### src/rtl/d_cache_responder_if.sv
// Request-side and main-memory-side bundles for d_cache_responder, plus shared opcode/size/status encodings.
`ifndef D_CACHE_NOP
`define D_CACHE_NOP      2'b00
`define D_CACHE_LOAD     2'b01
`define D_CACHE_STORE    2'b10
`define ONE_BYTE         3'b000
`define TWO_BYTE         3'b001
`define FOUR_BYTE        3'b010
`define D_CACHE_RESTING  2'b00
`define D_CACHE_WORKING  2'b01
`define D_CACHE_FINISHED 2'b10
`endif

interface d_cache_req_if #(
   parameter int ADDR_WIDTH = 17,
   parameter int LEN        = 32
);
   logic [1:0]            cache_vis_signal;
   logic [ADDR_WIDTH-1:0] mem_vis_addr;
   logic [2:0]            data_type;
   logic [LEN-1:0]        cache_written_data;
   logic [LEN-1:0]        mem_data;
   logic [1:0]            d_cache_status;
   logic                  misalign_err;

   modport master (output cache_vis_signal, mem_vis_addr, data_type, cache_written_data,
                   input  mem_data, d_cache_status, misalign_err);
   modport slave  (input  cache_vis_signal, mem_vis_addr, data_type, cache_written_data,
                   output mem_data, d_cache_status, misalign_err);
endinterface

interface d_cache_mem_if #(
   parameter int ADDR_WIDTH = 17,
   parameter int LEN        = 32
);
   logic                  main_mem_req;
   logic                  main_mem_we;
   logic [ADDR_WIDTH-1:0] main_mem_addr;
   logic [LEN-1:0]        main_mem_wdata;
   logic [LEN-1:0]        main_mem_rdata;
   logic                  main_mem_ready;

   modport master (output main_mem_req, main_mem_we, main_mem_addr, main_mem_wdata,
                   input  main_mem_rdata, main_mem_ready);
   modport slave  (input  main_mem_req, main_mem_we, main_mem_addr, main_mem_wdata,
                   output main_mem_rdata, main_mem_ready);
endinterface

### src/rtl/d_cache_responder.sv
// Direct-mapped write-back data cache: hits answer in the request cycle, misses stall via writeback/refill until main_mem_ready.
// Requests outside IDLE are ignored; DCACHE_STATS_EN adds hit_count/miss_count.
module d_cache_responder #(
   parameter int ADDR_WIDTH       = 17,
   parameter int LEN              = 32,
   parameter int CACHE_SIZE       = 16,
   parameter int CACHE_INDEX_SIZE = 4
) (
   input logic           clk,
   input logic           rst_n,
   d_cache_req_if.slave  req_bus,
   d_cache_mem_if.master mem_bus
`ifdef DCACHE_STATS_EN
   ,
   output logic [31:0]   hit_count,
   output logic [31:0]   miss_count
`endif
);
   localparam int TAG_W = ADDR_WIDTH - CACHE_INDEX_SIZE - 2;

   typedef enum logic [1:0] {S_IDLE, S_WB, S_REFILL, S_RESP} state_t;

   state_t                   state_q;
   logic [LEN-1:0]           data_q [CACHE_SIZE];
   logic [TAG_W-1:0]         tag_q  [CACHE_SIZE];
   logic [CACHE_SIZE-1:0]    valid_q, dirty_q;
   logic                     req_q, we_q, misalign_q;
   logic [ADDR_WIDTH-1:0]    mem_addr_q;
   logic [LEN-1:0]           mem_wdata_q, resp_q;
   logic [1:0]               status_q;
   logic                     lstore_q;
   logic [ADDR_WIDTH-1:0]    laddr_q;
   logic [2:0]               ltype_q;
   logic [LEN-1:0]           lwdata_q;

   function automatic logic [LEN-1:0] extract(input logic [LEN-1:0] w, input logic [1:0] off,
                                              input logic [2:0] ty);
      logic [LEN-1:0] r;
      r = '0;
      case (ty)
         `ONE_BYTE: r[7:0]  = w[{off, 3'b000} +: 8];
         `TWO_BYTE: r[15:0] = w[{off[1], 4'b0000} +: 16];
         default:   r       = w;
      endcase
      return r;
   endfunction

   function automatic logic [LEN-1:0] merge(input logic [LEN-1:0] w, input logic [LEN-1:0] d,
                                            input logic [1:0] off, input logic [2:0] ty);
      logic [LEN-1:0] r;
      r = w;
      case (ty)
         `ONE_BYTE: r[{off, 3'b000} +: 8]     = d[7:0];
         `TWO_BYTE: r[{off[1], 4'b0000} +: 16] = d[15:0];
         default:   r                          = d;
      endcase
      return r;
   endfunction

   logic [1:0]                  op;
   logic [ADDR_WIDTH-1:0]       addr;
   logic [2:0]                  ty;
   logic [CACHE_INDEX_SIZE-1:0] idx, lidx;
   logic [TAG_W-1:0]            tag, ltag;
   logic                        accept, aligned, hit, mem_done;

   assign op       = req_bus.cache_vis_signal;
   assign addr     = req_bus.mem_vis_addr;
   assign ty       = req_bus.data_type;
   assign idx      = addr[CACHE_INDEX_SIZE+1:2];
   assign tag      = addr[ADDR_WIDTH-1:CACHE_INDEX_SIZE+2];
   assign lidx     = laddr_q[CACHE_INDEX_SIZE+1:2];
   assign ltag     = laddr_q[ADDR_WIDTH-1:CACHE_INDEX_SIZE+2];
   assign accept   = (state_q == S_IDLE) && (op != `D_CACHE_NOP);
   assign aligned  = (ty == `ONE_BYTE) ? 1'b1 :
                     (ty == `TWO_BYTE) ? !addr[0] : (addr[1:0] == 2'b00);
   assign hit      = valid_q[idx] && (tag_q[idx] == tag);
   // ready only counts while our request is actually on the bus
   assign mem_done = req_q && mem_bus.main_mem_ready;

   always_comb begin
      req_bus.mem_data = resp_q;
      if (state_q == S_IDLE)
         req_bus.mem_data = (accept && aligned && hit && op == `D_CACHE_LOAD) ?
                            extract(data_q[idx], addr[1:0], ty) : '0;
   end

   assign req_bus.d_cache_status = status_q;
   assign req_bus.misalign_err   = misalign_q;
   assign mem_bus.main_mem_req   = req_q;
   assign mem_bus.main_mem_we    = we_q;
   assign mem_bus.main_mem_addr  = mem_addr_q;
   assign mem_bus.main_mem_wdata = mem_wdata_q;

   always_ff @(posedge clk) begin
      if (!rst_n) begin
         state_q     <= S_IDLE;
         valid_q     <= '0;
         dirty_q     <= '0;
         req_q       <= 1'b0;
         we_q        <= 1'b0;
         misalign_q  <= 1'b0;
         status_q    <= `D_CACHE_RESTING;
         resp_q      <= '0;
         mem_addr_q  <= '0;
         mem_wdata_q <= '0;
         lstore_q    <= 1'b0;
         laddr_q     <= '0;
         ltype_q     <= '0;
         lwdata_q    <= '0;
`ifdef DCACHE_STATS_EN
         hit_count   <= '0;
         miss_count  <= '0;
`endif
      end else begin
         misalign_q <= 1'b0;
         case (state_q)
            S_IDLE: if (accept) begin
               if (!aligned) begin
                  misalign_q <= 1'b1;
               end else if (hit) begin
`ifdef DCACHE_STATS_EN
                  hit_count <= hit_count + 32'd1;
`endif
                  if (op == `D_CACHE_STORE) begin
                     data_q[idx]  <= merge(data_q[idx], req_bus.cache_written_data, addr[1:0], ty);
                     dirty_q[idx] <= 1'b1;
                  end
               end else begin
`ifdef DCACHE_STATS_EN
                  miss_count <= miss_count + 32'd1;
`endif
                  lstore_q <= (op == `D_CACHE_STORE);
                  laddr_q  <= addr;
                  ltype_q  <= ty;
                  lwdata_q <= req_bus.cache_written_data;
                  status_q <= `D_CACHE_WORKING;
                  req_q    <= 1'b1;
                  if (valid_q[idx] && dirty_q[idx]) begin
                     state_q     <= S_WB;
                     we_q        <= 1'b1;
                     mem_addr_q  <= {tag_q[idx], idx, 2'b00};
                     mem_wdata_q <= data_q[idx];
                  end else begin
                     state_q    <= S_REFILL;
                     we_q       <= 1'b0;
                     mem_addr_q <= {tag, idx, 2'b00};
                  end
               end
            end
            S_WB: if (mem_done) begin
               // drop req for one cycle so the refill is a distinct transaction
               dirty_q[lidx] <= 1'b0;
               req_q         <= 1'b0;
               we_q          <= 1'b0;
               mem_addr_q    <= {ltag, lidx, 2'b00};
               state_q       <= S_REFILL;
            end
            S_REFILL: begin
               if (mem_done) begin
                  req_q         <= 1'b0;
                  valid_q[lidx] <= 1'b1;
                  tag_q[lidx]   <= ltag;
                  dirty_q[lidx] <= lstore_q;
                  data_q[lidx]  <= lstore_q ?
                                   merge(mem_bus.main_mem_rdata, lwdata_q, laddr_q[1:0], ltype_q) :
                                   mem_bus.main_mem_rdata;
                  resp_q        <= lstore_q ? '0 :
                                   extract(mem_bus.main_mem_rdata, laddr_q[1:0], ltype_q);
                  status_q      <= `D_CACHE_FINISHED;
                  state_q       <= S_RESP;
               end else begin
                  req_q <= 1'b1;
               end
            end
            S_RESP: begin
               resp_q   <= '0;
               status_q <= `D_CACHE_RESTING;
               state_q  <= S_IDLE;
            end
            default: state_q <= S_IDLE;
         endcase
      end
   end
endmodule

### src/flat_wrapper.sv
// flat-port wrapper written by rule: the top's interface ports become plain ports
module d_cache_responder_flat 
#(
   parameter int ADDR_WIDTH       = 17,
   parameter int LEN              = 32,
   parameter int CACHE_SIZE       = 16,
   parameter int CACHE_INDEX_SIZE = 4
)
  (clk, rst_n, req_bus_cache_vis_signal, req_bus_mem_vis_addr, req_bus_data_type, req_bus_cache_written_data, req_bus_mem_data, req_bus_d_cache_status, req_bus_misalign_err, mem_bus_main_mem_req, mem_bus_main_mem_we, mem_bus_main_mem_addr, mem_bus_main_mem_wdata, mem_bus_main_mem_rdata, mem_bus_main_mem_ready);
  d_cache_req_if #(.ADDR_WIDTH(ADDR_WIDTH), .LEN(LEN)) req_bus_i ();
  d_cache_mem_if #(.ADDR_WIDTH(ADDR_WIDTH), .LEN(LEN)) mem_bus_i ();
  input logic clk;
  input logic rst_n;
  input wire logic [$bits(req_bus_i.cache_vis_signal)-1:0] req_bus_cache_vis_signal;
  input wire logic [$bits(req_bus_i.mem_vis_addr)-1:0] req_bus_mem_vis_addr;
  input wire logic [$bits(req_bus_i.data_type)-1:0] req_bus_data_type;
  input wire logic [$bits(req_bus_i.cache_written_data)-1:0] req_bus_cache_written_data;
  output wire logic [$bits(req_bus_i.mem_data)-1:0] req_bus_mem_data;
  output wire logic [$bits(req_bus_i.d_cache_status)-1:0] req_bus_d_cache_status;
  output wire logic [$bits(req_bus_i.misalign_err)-1:0] req_bus_misalign_err;
  output wire logic [$bits(mem_bus_i.main_mem_req)-1:0] mem_bus_main_mem_req;
  output wire logic [$bits(mem_bus_i.main_mem_we)-1:0] mem_bus_main_mem_we;
  output wire logic [$bits(mem_bus_i.main_mem_addr)-1:0] mem_bus_main_mem_addr;
  output wire logic [$bits(mem_bus_i.main_mem_wdata)-1:0] mem_bus_main_mem_wdata;
  input wire logic [$bits(mem_bus_i.main_mem_rdata)-1:0] mem_bus_main_mem_rdata;
  input wire logic [$bits(mem_bus_i.main_mem_ready)-1:0] mem_bus_main_mem_ready;
  assign req_bus_i.cache_vis_signal = req_bus_cache_vis_signal;
  assign req_bus_i.mem_vis_addr = req_bus_mem_vis_addr;
  assign req_bus_i.data_type = req_bus_data_type;
  assign req_bus_i.cache_written_data = req_bus_cache_written_data;
  assign req_bus_mem_data = req_bus_i.mem_data;
  assign req_bus_d_cache_status = req_bus_i.d_cache_status;
  assign req_bus_misalign_err = req_bus_i.misalign_err;
  assign mem_bus_main_mem_req = mem_bus_i.main_mem_req;
  assign mem_bus_main_mem_we = mem_bus_i.main_mem_we;
  assign mem_bus_main_mem_addr = mem_bus_i.main_mem_addr;
  assign mem_bus_main_mem_wdata = mem_bus_i.main_mem_wdata;
  assign mem_bus_i.main_mem_rdata = mem_bus_main_mem_rdata;
  assign mem_bus_i.main_mem_ready = mem_bus_main_mem_ready;
  d_cache_responder #(.ADDR_WIDTH(ADDR_WIDTH), .LEN(LEN), .CACHE_SIZE(CACHE_SIZE), .CACHE_INDEX_SIZE(CACHE_INDEX_SIZE)) u_core (.clk(clk), .rst_n(rst_n), .req_bus(req_bus_i), .mem_bus(mem_bus_i));
endmodule
### config.mk
export PLATFORM = sky130hd
export DESIGN_NAME = d_cache_responder_flat
export DESIGN_NICKNAME = d
export VERILOG_FILES = /design/src/rtl/d_cache_responder_if.sv /design/src/rtl/d_cache_responder.sv /design/src/flat_wrapper.sv
export SDC_FILE = /design/constraint.sdc
export NUM_CORES = 1
export LEC_CHECK = 0
export BUFFER_PORTS_ARGS = -buffer_cell sky130_fd_sc_hd__buf_2
export CAP_MARGIN = 10
export CORE_ASPECT_RATIO = 0.5
export CORE_UTILIZATION = 40
export DETAILED_ROUTE_END_ITERATION = 7
export GPL_ROUTABILITY_DRIVEN = 0
export PLACE_DENSITY = 0.57
export REMOVE_ABC_BUFFERS = 1
export SETUP_SLACK_MARGIN = 0.05
export SLEW_MARGIN = 20
export SYNTH_ARGS = -nofsm -noshare
export SYNTH_HDL_FRONTEND = slang
export SYNTH_SLANG_ARGS = --single-unit
export TNS_END_PERCENT = 1
### constraint.sdc
create_clock -name clk -period 24.9 [get_ports clk]
set_clock_uncertainty 0.15 [all_clocks]
set_input_delay 0 -clock clk [delete_from_list [all_inputs] [get_ports clk]]
set_output_delay 0 -clock clk [all_outputs]
set_load 0.01 [all_outputs]
# --- After elaboration in Yosys (flattened, before gate mapping) ---
# Memory sizes are Yosys's and may differ from the RTL's.
# Cells that the tools add are included.
op_classes:
  n_bitwise: 5
  eq_ne: 15
  order_cmp: 4
  muxes: 88
  n_reduce_logical: 32
  div_mod_pow: 0
  multipliers: 0
  n_addsub: 4
  n_shift: 12
op_table:
  columns: ["cell", "count"]
  rows:
  - ["$mux W32", 15]
  - ["$pmux W32 S2", 3]
  - ["$bwmux W32", 4]
  - ["$mux W16", 8]
  - ["$mux W17", 5]
  - ["$pmux W8 S2", 4]
  - ["$shift A16 B7 Y32 const A", 2]
  - ["$shift A8 B7 Y32 const A", 2]
  - ["$shiftx A16 B7 Y32", 2]
  - ["$shiftx A32 B6 Y16", 2]
  - ["$shiftx A32 B6 Y8", 2]
  - ["$shiftx A8 B7 Y32", 2]
  - ["$pmux W16 S3", 1]
  - ["$pmux W17 S2", 1]
  - ["$or A16 B16 Y16", 2]
  - ["$reduce_or A32 Y1", 1]
  - ["$mux W1", 28]
  - ["$neg A5 Y7", 4]
  - ["$reduce_and A5 Y1", 5]
  - ["$mux W2", 9]
  - ["$and A16 B16 Y16", 1]
  - ["$bwmux W16", 1]
  - ["$not A16 Y16", 1]
  - ["$eq A11 B11 Y1", 1]
  - ["26 further kinds", 54]
totals:
  wordCells: 176
  latchBits: 0
  mem_bits_rw: 688
  memories: 2
  input_bits: 89
  ff_bits: 173
  output_inout_bits: 86
  romBits: 0
mem_list:
  columns: ["memory", "words", "word_bits", "read_ports", "rd_ports_with_merged_regs", "write_ports", "line_no", "rtl"]
  rows:
  - ["u_core.data_q", 16, 32, 1, 0, 1, "d_cache_responder.sv:24", "logic [LEN-1:0] data_q [CACHE_SIZE];"]
  - ["u_core.tag_q", 16, 11, 1, 0, 1, "d_cache_responder.sv:25", "logic [TAG_W-1:0] tag_q [CACHE_SIZE];"]

# --- Longest topological paths before layout ---
# Gate-level depths: netlist of the first run.
logic_depth:
  ltp_word: 11
  depth_mapped: 14

# --- Worst setup path after synthesis of the first run ---
# No wires, ideal clock.
synth_path:
  kind: "register to register"
  startpoint: "memory u_core.tag_q[15][8] (netlist bit)"
  endpoint: "memory u_core.data_q[4][0], enable pin"
  setup_time_ns: 0.595
  path_buffers: 1
  stages_incl_launch_ff: 10
  t_required_ns: 24.155
  period_less_slack_ns: 8.109
  slack_ns: 16.791
  t_arrival_ns: 7.364
  path_cell_list: "edfxtp_1 -> mux4_2 -> a22oi_2 -> o21ai_2 -> a2111o_1 -> and4bb_1 -> and4_1 -> buf_4 -> a31oi_4 -> a2111oi_0"
synth_between:
  elab_chain_len: 10
synth_rtl:
  columns: ["element", "line_no", "rtl"]
  rows:
  - ["start: declaration", "d_cache_responder.sv:25", null]
  - ["$mem_v2 Z16 W11", null, null]
  - ["$eq A11 B11 Y1", "d_cache_responder.sv:77", "assign hit = valid_q[idx] && (tag_q[idx] == tag);"]
  - ["$logic_and A1 B1 Y1", "d_cache_responder.sv:77", null]
  - ["$mux W1", "d_cache_responder.sv:121", "end else if (hit) begin"]
  - ["$mux W1", "d_cache_responder.sv:119", "if (!aligned) begin"]
  - ["$mux W1", "d_cache_responder.sv:118", "S_IDLE: if (accept) begin"]
  - ["$mux W1", "d_cache_responder.sv:117", "case (state_q)"]
  - ["$mux W1", "d_cache_responder.sv:96", "if (!rst_n) begin"]
  - ["$mux W1 (not written as such)", "d_cache_responder.sv:126", "data_q[idx] <= merge(data_q[idx], req_bus.cache_written_data, addr[1:0], ty);"]
  - ["$mux W1 (no source line)", null, null]
  - ["end: declaration", "d_cache_responder.sv:24", null]
# Every way passes these cells.

# --- Worst setup path in the final report of the first run ---
layout_path:
  startpoint: "input port req_bus_mem_vis_addr[5]"
  endpoint: "memory u_core.data_q[4][21], enable pin"
layout_between:
  elab_chain_len: 10
  elab_cells_between_ends: 13
  cone_classes: "eq/ne: 1; mux: 10; reduce/logical: 1; memory: 1"
layout_rtl:
  columns: ["element", "line_no", "rtl"]
  rows:
  - ["start: declaration", "flat_wrapper.sv:15", "input wire logic [$bits(req_bus_i.mem_vis_addr)-1:0] req_bus_mem_vis_addr;"]
  - ["$mem_v2 Z16 W11 or $bmux W1 S4 (tied branches)", null, null]
  - ["$eq A11 B11 Y1 or $mux W1 (tied branches)", "d_cache_responder.sv:77", null]
  - ["$logic_and A1 B1 Y1", "d_cache_responder.sv:77", null]
  - ["$mux W1", "d_cache_responder.sv:121", null]
  - ["$mux W1", "d_cache_responder.sv:119", null]
  - ["$mux W1", "d_cache_responder.sv:118", null]
  - ["$mux W1", "d_cache_responder.sv:117", null]
  - ["$mux W1", "d_cache_responder.sv:96", null]
  - ["$mux W1 (not written as such)", "d_cache_responder.sv:126", null]
  - ["$mux W1 (no source line)", null, null]
# Several ways; a longest one is shown, not always the timed one. The select of a mux whose other input is x is not followed.

==> flow_summary.ini, run 1 <==
[status]
run_status = finished clean

[clock_tree]
cts_max_path_buffers = 3
h-tree-depth = 3
cts_sinks = 859
clk_latency_ns = 0.68
cts_resized = 0
cts_root_buf = clkbuf_16
cts_tree = built
cts_made_buffers = 80
hold_buffers = 106
clkTransAtPathRegs_ns = 0.06
post_cts_buffers = 0

[cells_and_area]
diodes = 0
fin_area_um2 = 44100
fin_util_pct = 47.1
final_nets = 2978
area_growth_pct = 16.0
drive_above_1_share_pct = 23.8

[grt]
grt_max_degree = 117
overflow = 0
grt_pass1_wl_mm = 177
grt_pass1_vias = 25100
track_usage_pct = 25.4
antenna_found_initial = 0

[die]
die_area_um2 = 96400
die_y_um = 220
coreArea_um2 = 93600
ios = 175
row_count = 79
die-width_um = 438
start_util_pct = 40.6

[sta]
finalSetupViolations = 0
post-route-min-period_ns = 5.96
hold_ws_ns = 0.0360
grt_setup_unrepaired = false
fin_crit_sh_pct = 23.9
setup_tns_ns = 0
tightestPinTransition_ns = 1.14
timing.fmax_ghz = 0.168
maxSlewHeadroom_pct = 23.7
slew_violations = 0
hold_viol = 0

[critical_path]
crit_arrival_ns = 6.14
start_kind = input port
worst-setup-path-type = in2reg
cp-end-kind = flop
worstReg2RegStart = u_core.tag_q[15][8]
cp-startpoint = req_bus_mem_vis_addr[5]
path_max_fanout = 62
cp.required_ns = 25.08

[power]
p_comb_share_pct = 13.3
p_leak_nw = 14.7
total_power_mw = 3.35
netSwitchingFraction_pct = 26.7
p_int_mw = 2.46
switching_power_uw = 897
p_clk_share_pct = 38.1
pwr-share-seq_pct = 48.6
power.density_nw_per_um2 = 76.0
peakVddDrop_v = 0.0000505

[yosys]
synth_edf_count = 688
synth.largest_area_cell = edfxtp_1
synthXorXnorAreaFrac_pct = 0.181
yosysMostFrequentCell = edfxtp_1
syn_area_um2 = 38000
synth_ff_type = edfxtp_1
synth_top_area_share_pct = 54.3
synthAdderAreaFrac_pct = 0.493
synthCells = 2625
yosys_warnings = 0
synth.distinct_cells = 92
postSynthAreaPerCell_um2 = 14.5
synthSimpleGateAreaFrac_pct = 6.72
ys_seq_elements = 859
synth.top_cells.by_area = edfxtp_1, mux4_2, dfxtp_1
synth-compound-area-share_pct = 12.3
synth-seq-area-share_pct = 63.3
synth_top_family_by_area = multiplexers
synthArstFlopShare_pct = 0
synthMuxAreaShare_pct = 14.0
synth_common_cells = edfxtp_1, nand2_1, mux4_2, a21oi_1, dfxtp_1

[placement]
post-dp-hpwl_mm = 76.9
io_buffer_count = 172
placed_cell_area_um2 = 40300

[detailed_routing]
finalWirelength_mm = 123
ant_nets = 0
first_iter_violations = 3432
routedWlPerCell_um = 29.4
viasPerCell = 6.22
dr.pass1.iters = 8
num_vias = 26100
post-route-drc-count = 0

[min_path]
min_path_type = in2reg
hold_start = req_bus_mem_vis_addr[6]

[flow_run]
max_cap_violations = 0
stage by stage:
stage	setup slack, ns	std cells
floorplan	15.68	2423
global placement	19.04	3941
detailed placement	18.91	3941
CTS	19.03	4193
global route	18.78	4193
finish	18.94	4193
final timing paths:
check	end	slack, ns	cells after the start
min reg2reg	u_core.valid_q[2]	0.30	1
max	u_core.data_q[4][21]	18.94	13
max reg2reg	u_core.data_q[4][21]	19.82	10
min	u_core.laddr_q[6]	0.04	4
layer usage:
layer / part of all wire [%] / vias to the layer above / wire length, um / global-route usage (%)
met2: 45 / 1419 / 55600 / 38.8
li1: - / 10900 / - / -
met4: 4.2 / 0 / 5140 / 10.3
met1: 41 / 13400 / 50600 / 34.9
met3: 9.6 / 306 / 11800 / 5.83
met5: 0 / - / 0 / 0
cells in the final DEF, fill, tap and decap left out, drive strengths merged, types with 9 or more instances in the layout:
| cell type | count |
|---|---|
| edfxtp | 688 |
| buf | 263 |
| a21oi | 221 |
| mux4 | 199 |
| nand2 | 197 |
| dfxtp | 171 |
| o21ai | 159 |
| nor2 | 118 |
| nand3 | 117 |
| clkbuf | 112 |
| dlygate4sd3 | 106 |
| mux2i | 71 |
| a221oi | 66 |
| a22oi | 39 |
| o211ai | 32 |
| a21o | 28 |
| inv | 28 |
| clkinv | 25 |
| a22o | 18 |
| nor2b | 18 |
| a32o | 17 |
| o22ai | 15 |
| ha | 15 |
| nor4 | 14 |
| a31oi | 13 |
| o31ai | 11 |
| and3 | 11 |
| or3 | 10 |
| o2bb2ai | 10 |
| a211oi | 9 |
| bufinv | 9 |
power groups by stage:
stage / Sequential, mW / Combinational [mW] / Clock [mW]
final: 1.63 / 0.447 / 1.28
after global placement: 1.66 / 0.417 / 0
after detailed placement: 1.66 / 0.422 / 0
after floorplan: 1.66 / 0.223 / 0
after CTS: 1.63 / 0.437 / 1.30
after global routing: 1.63 / 0.471 / 1.35
registers in the layout, summed over array words and instances (netlist names), 2 cells and up:
signal and cells:
u_core.data_q 512, u_core.valid_q 16, u_core.lwdata_q 32, u_core.state_q 2, u_core.mem_bus.main_mem_addr 15, u_core.tag_q 176, u_core.ltype_q 3, u_core.laddr_q 17
u_core.resp_q 32, u_core.dirty_q 16, u_core.mem_bus.main_mem_wdata 32, u_core.req_bus.d_cache_status 2
kinds of logic after synthesis:
group / after synthesis
muxes: 278
AOI/OAI and AO/OA: 690
DFF: 859
buffers and inverters: 233
adders and majority gates: 15
xor gates and xnor gates: 7
other: 1
and+or+nand+nor: 542
area by class of cell:
type	instances	area (um^2)
Fill cell	8121	49500
Timing Repair Buffer	369	2640
Inverter	30	118
Clock inverter	34	495
Tap cell	1255	1570
Clock buffer	112	2190
Sequential cell	859	24100
Multi-Input combinational cell	1534	13000
worst max-delay path, cell delays in order:
cell and delay (ns):
dlygate4sd3_1 0.52, buf_4 0.73, buf_4 0.69, and2b_2 0.40, a22o_1 0.19, a221oi_1 0.12
a2111o_1 0.47, and4bb_1 0.28, and4_1 0.20, buf_4 0.50, a31oi_4 0.41, a2111oi_2 0.97
buf_4 0.52
Power figures use the tool's default switching activity.
==> run 2: changes to the inputs <==
Clock period 24.9 ns to 5.6 ns, I/O delays scaled along.
==> flow_summary.ini, run 2 (synthesis results as in run 1) <==
[critical_path]
crit_arrival_ns = 4.81
worst-setup-path-type = in2out
cp-end-kind = output port
path_max_fanout = 39
start_kind = input port
cp.required_ns = 5.45

[cells_and_area]
largest-register = u_core.data_q
drive_above_1_share_pct = 24.5
layout_commonest_cell = edfxtp_1
reg_top3 = u_core.data_q: 512 flops, u_core.tag_q: 176 flops
final_nets = 2998
diodes = 0
final_cell_mix = edfxtp_1, nand2_1, mux4_2, dfxtp_1, buf_2
largest_reg_flops = 512
area_growth_pct = 16.6

[clock_tree]
h-tree-depth = 3
cts_resized = 0
cts_max_path_buffers = 3
cts_sinks = 859
cts_made_buffers = 80
hold_buffers = 113
post_cts_buffers = 0
cts_tree = built
clk_latency_ns = 0.69
clkTransAtPathRegs_ns = 0.07
cts_root_buf = clkbuf_16

[sta]
finalSetupViolations = 0
fin_crit_sh_pct = 88.6
hold_viol = 0
slew_violations = 0
maxSlewHeadroom_pct = 14.0
grt_setup_unrepaired = false
finalWorstSetupSlack_ns = 0.640
post-route-min-period_ns = 4.96
timing.fmax_ghz = 0.202
tightestPinTransition_ns = 1.29

[die]
die_y_um = 220
die-width_um = 438
start_util_pct = 40.6
coreArea_um2 = 93600
row_count = 79
ios = 175
die_area_um2 = 96400

[min_path]
min_path_type = in2reg

[grt]
grt_pass1_wl_mm = 177
grt_max_degree = 129
grt_pass1_vias = 24600
overflow = 0
antenna_found_initial = 3
track_usage_pct = 25.6

[detailed_routing]
viasPerCell = 6.15
ant_nets = 0
routedWlPerCell_um = 29.6
post-route-drc-count = 0
finalWirelength_mm = 124
dr.pass1.iters = 6
first_iter_violations = 3160
num_vias = 25900

[power]
power.density_nw_per_um2 = 337
total_power_mw = 15.0
p_leak_nw = 14.8
peakVddDrop_v = 0.000220

[status]
run_status = finished clean

[flow_run]
max_cap_violations = 0

[placement]
preCtsSetupSlack_ns = 1.25
io_buffer_count = 172
post-dp-hpwl_mm = 79.9
[run 2: changes by cell type in the layout (fill, tap and decap cells not counted), moves of 4 or more]
cell,previous run,this run
clkbuf_1,25,10
buf_4,92,101
dlygate4sd3_1,106,113
clkinv_1,13,18
a21oi_1,162,158
[run 2: final timing paths]
kind	to	depth (start not counted)	startpoint	slack (ns)
setup / recovery	req_bus_mem_data[5]	13	req_bus_mem_vis_addr[4]	0.64
hold / removal	u_core.laddr_q[9]	4	req_bus_mem_vis_addr[9]	0.04
setup reg to reg	u_core.data_q[6][0]	9	u_core.tag_q[15][8]	1.56
hold reg to reg	u_core.valid_q[2]	1	u_core.valid_q[2]	0.30
[run 2: final cells by class]
| cell class | count | area [um^2] |
|---|---|---|
| clock inverters | 48 | 533 |
| fillers | 8105 | 49300 |
| well taps | 1255 | 1570 |
| clock buffers | 98 | 2140 |
| multi-input cells | 1534 | 13100 |
| flip-flops and latches | 859 | 24100 |
| inverters | 30 | 118 |
| repair buffers | 389 | 2850 |
[run 2: worst max-delay path, cell delays in order]
cell	delay, ns
dlygate4sd3_1	0.54
buf_4	0.53
clkinv_1	0.48
nor2_1	0.20
buf_4	0.19
a221oi_1	0.16
a2111o_1	0.43
and4bb_1	0.27
and4_1	0.36
buf_4	0.48
nand4b_1	0.53
o2bb2ai_1	0.39
buf_2	0.18
[run 2: per-layer routing]
layer	global-route usage, %	routed length [um]	vias up
met4	11.2	5690	0
li1	-	-	11000
met2	39.7	56900	1330
met3	5.48	10700	266
met1	34.8	51200	13300
met5	0	0	-
[run 2: metrics by stage]
stage               std cells  hold slack [ns]  TNS (ns)  area, um^2  util [%]
finish                   4213           0.0446         0       44400      47.4
global route             4213           0.0165         0       44400      47.4
CTS                      4213          0.00233         0       44300      47.4
detailed placement       3954            0.144         0       40500      43.3
global placement         3953            0.144         0       40500      43.3
floorplan                2423          -0.0355  -1006.31       37000         -
[run 2: power by group]
| group | internal [mW] | total [mW] | switching [mW] | leakage (nW) |
|---|---|---|---|---|
| logic | 0.626 | 2.04 | 1.42 | 5.92 |
| registers | 7.12 | 7.25 | 0.130 | 7.63 |
| clock network | 3.10 | 5.65 | 2.56 | 1.30 |
